## src/rtl/mips_lsu.sv

```systemverilog
// mips_lsu: single-outstanding load/store unit for a MIPS-style pipeline.
// It accepts one memory operation per visit to IDLE, drives an aligned
// memory request with per-lane strobes, extracts and extends load data, and
// tracks one LL/SC reservation (valid bit plus word address).
//
// Handshakes (valid/ready): a transfer happens on a rising clk edge with en=1
// when both valid and ready are high. The producer must keep valid and its
// payload stable until that edge. mem_rsp_valid has no ready; it is consumed
// only in WAIT and is ignored in every other state.
module mips_lsu #(
    parameter int DATA_W     = 32,
    parameter bit BIG_ENDIAN = 1'b1
) (
    input  logic              clk,
    input  logic              rst,
    input  logic              en,
    input  logic              req_valid,
    output logic              req_ready,
    input  logic              req_store,
    input  logic [1:0]        req_size,
    input  logic              req_signed,
    input  logic              req_atomic,
    input  logic [31:0]       req_addr,
    input  logic [DATA_W-1:0] req_wdata,
    output logic              mem_req_valid,
    input  logic              mem_req_ready,
    output logic [31:0]       mem_addr,
    output logic [DATA_W/8-1:0] mem_write_en,
    output logic [DATA_W-1:0] mem_write_data,
    input  logic              mem_rsp_valid,
    input  logic [DATA_W-1:0] mem_read_data,
    input  logic              snoop_inv,
    output logic              rsp_valid,
    output logic [DATA_W-1:0] rsp_data,
    output logic              rsp_err,
    output logic              busy,
    output logic [1:0]        dbg_state
);

    localparam int NB = DATA_W / 8;
    localparam int LB = $clog2(NB);

    typedef enum logic [1:0] {
        IDLE = 2'd0,
        REQ  = 2'd1,
        WAIT = 2'd2,
        DONE = 2'd3
    } state_t;

    // FSM state and captured request fields
    state_t            state_q;
    logic              store_q;
    logic [1:0]        size_q;
    logic              signed_q;
    logic              atomic_q;
    logic [31:0]       addr_q;

    // Registered outputs
    logic              mem_req_valid_q;
    logic [31:0]       mem_addr_q;
    logic [NB-1:0]     mem_write_en_q;
    logic [DATA_W-1:0] mem_write_data_q;
    logic              rsp_valid_q;
    logic [DATA_W-1:0] rsp_data_q;
    logic              rsp_err_q;

    // Reservation: valid bit plus word-granular address
    logic              res_valid_q;
    logic [29:0]       res_addr_q;

    // Combinational decode of the incoming request
    logic              bad_d;
    logic              sc_ok_d;
    logic [NB-1:0]     strb_d;
    logic [DATA_W-1:0] wdata_d;
    logic [31:0]       mem_addr_d;

    // Combinational extraction of the returning load data
    logic [3:0]        ld_bytes;
    logic [3:0]        ld_off;
    logic [3:0]        ld_shift;
    logic [DATA_W-1:0] ld_shifted;
    logic [DATA_W-1:0] ld_keep;
    logic              ld_sign;
    logic [DATA_W-1:0] load_d;

    assign req_ready      = (state_q == IDLE);
    assign busy           = (req_valid & ~req_ready) | (state_q == REQ) | (state_q == WAIT);
    assign dbg_state      = state_q;
    assign mem_req_valid  = mem_req_valid_q;
    assign mem_addr       = mem_addr_q;
    assign mem_write_en   = mem_write_en_q;
    assign mem_write_data = mem_write_data_q;
    assign rsp_valid      = rsp_valid_q;
    assign rsp_data       = rsp_data_q;
    assign rsp_err        = rsp_err_q;

    // Decode the request: alignment/size legality, SC outcome, strobes and lane data
    always_comb begin
        int  off_i;
        int  nbytes_i;
        logic lane_hit;

        off_i    = int'(req_addr[LB-1:0]);
        nbytes_i = 1 << req_size;
        lane_hit = 1'b0;

        case (req_size)
            2'd0:    bad_d = 1'b0;
            2'd1:    bad_d = req_addr[0];
            2'd2:    bad_d = |req_addr[1:0];
            default: bad_d = (DATA_W != 64) || (|req_addr[2:0]);
        endcase

        // A snoop arriving with the SC itself already kills the reservation.
        sc_ok_d = res_valid_q && (res_addr_q == req_addr[31:2]) && !snoop_inv;

        // Strobes are built in byte-offset order, then mapped onto lanes.
        strb_d = '0;
        for (int k = 0; k < NB; k++) begin
            lane_hit = (k >= off_i) && (k < off_i + nbytes_i);
            if (BIG_ENDIAN) begin
                strb_d[NB-1-k] = lane_hit;
            end else begin
                strb_d[k] = lane_hit;
            end
        end

        // Narrow data is replicated so every candidate lane carries it; the
        // strobes decide which lanes are written. Replication preserves the
        // byte order inside a halfword/word for both endiannesses.
        case (req_size)
            2'd0:    wdata_d = {NB{req_wdata[7:0]}};
            2'd1:    wdata_d = {(NB/2){req_wdata[15:0]}};
            2'd2:    wdata_d = {(NB/4){req_wdata[31:0]}};
            default: wdata_d = req_wdata;
        endcase

        mem_addr_d = {req_addr[31:LB], {LB{1'b0}}};
    end

    // Extract the addressed bytes from read data, right-justify, then extend
    always_comb begin
        ld_bytes = 4'd1 << size_q;
        ld_off   = 4'(addr_q[LB-1:0]);
        // Big-endian: the access occupies lanes NB-off-n .. NB-1-off.
        ld_shift = BIG_ENDIAN ? (4'(NB) - ld_off - ld_bytes) : ld_off;
        ld_shifted = mem_read_data >> {ld_shift, 3'b000};

        case (size_q)
            2'd0: begin
                ld_keep = DATA_W'(8'hFF);
                ld_sign = ld_shifted[7];
            end
            2'd1: begin
                ld_keep = DATA_W'(16'hFFFF);
                ld_sign = ld_shifted[15];
            end
            2'd2: begin
                ld_keep = DATA_W'(32'hFFFF_FFFF);
                ld_sign = ld_shifted[31];
            end
            default: begin
                ld_keep = '1;
                ld_sign = ld_shifted[DATA_W-1];
            end
        endcase

        load_d = (ld_shifted & ld_keep) | ((signed_q && ld_sign) ? ~ld_keep : '0);
    end

    // Operation FSM with registered memory-side and response-side outputs
    always_ff @(posedge clk) begin
        if (rst) begin
            state_q          <= IDLE;
            store_q          <= 1'b0;
            size_q           <= 2'd0;
            signed_q         <= 1'b0;
            atomic_q         <= 1'b0;
            addr_q           <= '0;
            mem_req_valid_q  <= 1'b0;
            mem_addr_q       <= '0;
            mem_write_en_q   <= '0;
            mem_write_data_q <= '0;
            rsp_valid_q      <= 1'b0;
            rsp_data_q       <= '0;
            rsp_err_q        <= 1'b0;
            res_valid_q      <= 1'b0;
            res_addr_q       <= '0;
        end else if (en) begin
            case (state_q)
                IDLE: begin
                    if (req_valid) begin
                        store_q  <= req_store;
                        size_q   <= req_size;
                        signed_q <= req_signed;
                        atomic_q <= req_atomic;
                        addr_q   <= req_addr;
                        if (bad_d) begin
                            state_q     <= DONE;
                            rsp_valid_q <= 1'b1;
                            rsp_err_q   <= 1'b1;
                            rsp_data_q  <= '0;
                            if (req_store) begin
                                res_valid_q <= 1'b0;
                            end
                        end else if (req_store && req_atomic && !sc_ok_d) begin
                            // Failed SC completes without touching memory.
                            state_q     <= DONE;
                            rsp_valid_q <= 1'b1;
                            rsp_err_q   <= 1'b0;
                            rsp_data_q  <= '0;
                            res_valid_q <= 1'b0;
                        end else begin
                            state_q         <= REQ;
                            mem_req_valid_q <= 1'b1;
                            mem_addr_q      <= mem_addr_d;
                            mem_write_en_q  <= req_store ? strb_d : '0;
                            if (req_store) begin
                                mem_write_data_q <= wdata_d;
                            end
                        end
                    end
                end
                REQ: begin
                    if (mem_req_ready) begin
                        mem_req_valid_q <= 1'b0;
                        mem_write_en_q  <= '0;
                        if (store_q) begin
                            state_q     <= DONE;
                            rsp_valid_q <= 1'b1;
                            rsp_err_q   <= 1'b0;
                            rsp_data_q  <= atomic_q ? DATA_W'(1) : '0;
                            res_valid_q <= 1'b0;
                        end else begin
                            state_q <= WAIT;
                        end
                    end
                end
                WAIT: begin
                    if (mem_rsp_valid) begin
                        state_q     <= DONE;
                        rsp_valid_q <= 1'b1;
                        rsp_err_q   <= 1'b0;
                        rsp_data_q  <= load_d;
                        if (atomic_q) begin
                            res_valid_q <= 1'b1;
                            res_addr_q  <= addr_q[31:2];
                        end
                    end
                end
                default: begin
                    state_q     <= IDLE;
                    rsp_valid_q <= 1'b0;
                end
            endcase
            // Placed last so an invalidate beats a same-cycle LL completion.
            if (snoop_inv) begin
                res_valid_q <= 1'b0;
            end
        end
    end

endmodule

```

## config.mk

```make
export PLATFORM = sky130hd
export DESIGN_NAME = mips_lsu
export DESIGN_NICKNAME = d
export VERILOG_FILES = /design/src/rtl/mips_lsu.sv
export SDC_FILE = /design/constraint.sdc
export NUM_CORES = 1
export LEC_CHECK = 0
export CORE_ASPECT_RATIO = 0.75
export CORE_MARGIN = 5
export CORE_UTILIZATION = 49
export DETAILED_ROUTE_END_ITERATION = 7
export PLACE_DENSITY = 0.8
export SYNTH_ARGS = -nofsm -noshare
export SYNTH_HDL_FRONTEND = slang
export SYNTH_SLANG_ARGS = --single-unit
export TNS_END_PERCENT = 100
```

## constraint.sdc

```tcl
create_clock -name clk -period 3.8 [get_ports clk]
set_clock_uncertainty 0.05 [all_clocks]
set_input_delay 0.76 -clock clk [delete_from_list [all_inputs] [get_ports clk]]
set_output_delay 0.76 -clock clk [all_outputs]
set_load 0.01 [all_outputs]
```

==> summary.txt <==
Run status
  – Run status: complete, no violations

CTS
  – Clock transition at path regs: approximately 0.070 ns
  – Postcts setup bufs: 0
  – Hold Buf Count CTS: 0
  – Max Root-Sink Buffers: 2
  – Post_cts resized: 0
  – CTS root buffer: clkbuf_16
  – # H-tree levels: 4
  – Number of buffers created by CTS: 17
  – CTS tree: yes
  – CTS Sinks: 171
  – Latest clock arrival within the worst-skew pair: ~0.43 ns

Route
  – First-iteration detailed-routing DRC count: between 500 and 600
  – Final ANT Viol Nets: 0
  – Via Count: between 7,000 and 8,000
  – Metal2 WL: around 11,000 um
  – DR pass1 iterations: 5
  – Wire length on met1: around 11,000 um
  – WL final: ~24,000 um
  – Top Metal Used: met4
  – Met3 routed WL: between 2000 and 2500 um
  – Via-per-instance ratio: 5.54
  – DRC: 0
  – Routed len/inst: about 17 um

Cells and area
  – FILL cells: around 1,400
  – Multi-input logic area: between 4000 and 5000 um2
  – Layout area overhead: 34.6%
  – Most frequent cells in the layout: clkdlybuf4s50_1 (211), dfxtp_1 (171), nand2_1 (160), a21oi_1 (125), nand2b_1 (100)
  – Layout net count: 1,313
  – Final instance area: 11,200 um2
  – Storage cell area: 3420 um2
  – Commonest non-fill, non-tap cell in the layout: clkdlybuf4s50_1
  – # diodes: 0
  – Non-filler cells in the finished layout: 1,423
  – Layout cells sized above 1: roughly 6%
  – Utilization after layout: about 67%

Placed design
  – Area after DPL: 10,600 um2
  – Port bufs: 212
  – Placed cell count: 1,391
  – Post-DP HPWL: ~17,000 um
  – RD Place Congestion: just under 0.9

Worst setup path
  – WP buf/inv: 1
  – WP data arrival: ~3.5 ns
  – Crit path max-delay cell type: fa_1
  – CP max stage delay: around 0.43 ns
  – Top delay family on crit path: simple AND/OR/NAND/NOR gates
  – Kind of critical path: reg -> reg
  – WP data required: around 4.1 ns
  – CP max FO: 16
  – Startpoint Class: flip-flop
  – CP Cell Sequence: or2_2, ha_1, ha_1, fa_1, nand3b_1, a21oi_1, buf_4, a31o_2, a21oi_1, or4_1, a21oi_1
  – Crit end category: flip-flop
  – Most used cell, CP: a21oi_1

Floorplanning
  – Die footprint: 19,800 um2
  – Die width: roughly 160 um
  – Core Rows: 41
  – Die height: 123 um
  – IO Count: between 200 and 250
  – Starting Density: around 50%
  – Core ar.: around 17,000 um2

Synthesis
  – Async S/R FF share, synth: 0%
  – Most used flip-flop cell after synthesis: dfxtp_1
  – #FFs+latches synth: about 170
  – EDFF count, synth: 0
  – Synth Instances: between 1,000 and 1,500
  – Number of library cell types mapped by synthesis: 52
  – Sequential fraction of the synthesis area: 41.0%
  – YS warnings: 0
  – Top cell type's share of synthesized area: 41.0%
  – Yosys top cell by area: dfxtp_1
  – Avg Inst Size Synth: a little over 8 um2
  – Post-Syn Area: between 8000 and 9000 um2
  – Synth area leaders: dfxtp_1 (41%), mux2i_1 (8.0%), a21oi_1 (7.5%)

Power and ir drop
  – Switching share of power: between 20% and 30%
  – Seq pwr share: about 41%
  – Switching pwr: between 1000 and 1500 uW
  – Pwr/cell area: between 400 and 500 nW/um2
  – Peak VDD IR: just over 0.3 mV
  – Tot Pwr: around 4600 uW
  – Comb power frac: between 20 and 25%
  – Clk pwr share: 38.6%
  – Int Pwr: ~3300 uW
  – Static Leak: between 0.004 and 0.005 uW

Hold path
  – Worst hold-check path type: reg -> reg

Flow run
  – MaxCap Viol Count: 0

GRT
  – Largest net degree at the start of global routing: between 100 and 150
  – First-pass GRT wire length: 38,600 um
  – Initial antenna violation count: 0
  – Total GRT Usage: between 20% and 30%
  – Number of global-route vias before repair: about 7,400
  – GRT overflow: 0

Timing
  – Actual slew at the worst max-slew pin: around 1.1 ns
  – Max Fclk: slightly above 0.3 GHz
  – RSZ-0062 raised after global routing: false
  – Min cycle time layout: ~3.2 ns
  – Period utilization: ~85%
  – Slew margin rel.: 25.9%
  – Fin Setup TNS: 0 ns
  – Final setup violation count: 0
  – Slew Viols, Final: 0
  – Final Hold Viols: 0
-- registers in the layout, summed over array words and instances, names as in the netlist --
name	count
rsp_err	1
addr_q	32
rsp_data	32
size_q	2
rsp_valid	1
mem_req_valid	1
atomic_q	1
res_addr_q	30
signed_q	1
mem_write_data	32
mem_write_en	4
dbg_state	2
store_q	1
res_valid_q	1
mem_addr	30
-- kinds of logic (layout without fill, tap and decap cells) --
logic type | count (synthesis) | after routing | share of synthesized area, %
AO/OA/AOI/OAI | 252 | 252 | 17.3
XOR/XNOR | 32 | 32 | 3.36
adder cells (fa/ha/maj) | 10 | 10 | 1.68
buffers and inverters | 89 | 276 | 4.44
flip-flops | 171 | 171 | 41.0
multiplexers | 72 | 72 | 8.85
other | 1 | 2 | 0.0450
AND/OR/NAND/NOR | 393 | 393 | 23.3
-- final cells by class --
cell class	instances	area share, %
clock buffers	17	3.79
clock inverters	15	1.61
inverters	6	0.201
multi-input cells	761	40.7
flip-flops and latches	171	30.5
well taps	215	2.40
repair buffers	238	20.8
-- per-layer routing --
| metal | vias to the layer above | track usage [%] |
|---|---|---|
| li1 | 3872 | - |
| met1 | 3647 | 32.3 |
| met2 | 323 | 37.2 |
| met3 | 42 | 7.60 |
| met4 | 0 | 9.03 |
| met5 | - | 0 |
-- worst reg2reg max path, stage by stage, from the launching register on --
cell and delay (ns):
dfxtp_1 0.37, or2_2 0.37, ha_1 0.20, ha_1 0.19, fa_1 0.43, nand3b_1 0.18, a21oi_1 0.17, buf_4 0.17
a31o_2 0.39, a21oi_1 0.07, or4_1 0.40, a21oi_1 0.14
-- synthesized netlist by cell type (7+ instances only) --
| cell | number |
|---|---|
| ha_1 | 8 |
| buf_2 | 11 |
| nand3_1 | 14 |
| o2111ai_1 | 9 |
| buf_1 | 10 |
| a21oi_1 | 125 |
| nand2b_1 | 100 |
| a21o_1 | 7 |
| o21ai_0 | 67 |
| nor2_1 | 45 |
| mux2i_1 | 67 |
| clkbuf_1 | 56 |
| nor4_1 | 7 |
| nand4_1 | 18 |
| dfxtp_1 | 171 |
| a311oi_1 | 8 |
| xor2_1 | 31 |
| nor2b_1 | 20 |
| a211oi_1 | 16 |
| nand2_1 | 160 |
| or4_1 | 9 |
-- path summary, 6_finish.rpt --
| kind | depth (start not counted) | from | slack, ns | to |
|---|---|---|---|---|
| worst min register to register | 2 | addr_q[27]$_SDFFE_PP0P_ | 0.40 | res_addr_q[25]$_SDFFE_PP0P_ |
| worst max register to register | 11 | size_q[1]$_SDFFE_PP0P_ | 0.58 | rsp_data[30]$_SDFFE_PP0P_ |
| worst min-delay path | 2 | addr_q[27]$_SDFFE_PP0P_ | 0.40 | res_addr_q[25]$_SDFFE_PP0P_ |
| worst max-delay path | 11 | size_q[1]$_SDFFE_PP0P_ | 0.58 | rsp_data[30]$_SDFFE_PP0P_ |
-- per-stage QoR --
step,hold WS [ns],setup slack [ns]
final,0.396,0.578
after global routing,0.413,0.420
after floorplan,0.382,0.825
after detailed placement,0.393,0.214
after global placement,0.386,0.291
after CTS,0.399,0.598
-- power by group through the flow --
stage	logic (uW)	clock network, uW	registers (uW)
CTS	946	1830	1900
global route	1040	1900	1910
floorplan	542	0	1950
finish	951	1790	1900
detailed placement	940	0	1940
global placement	929	0	1940
Power figures use the tool's default switching activity.
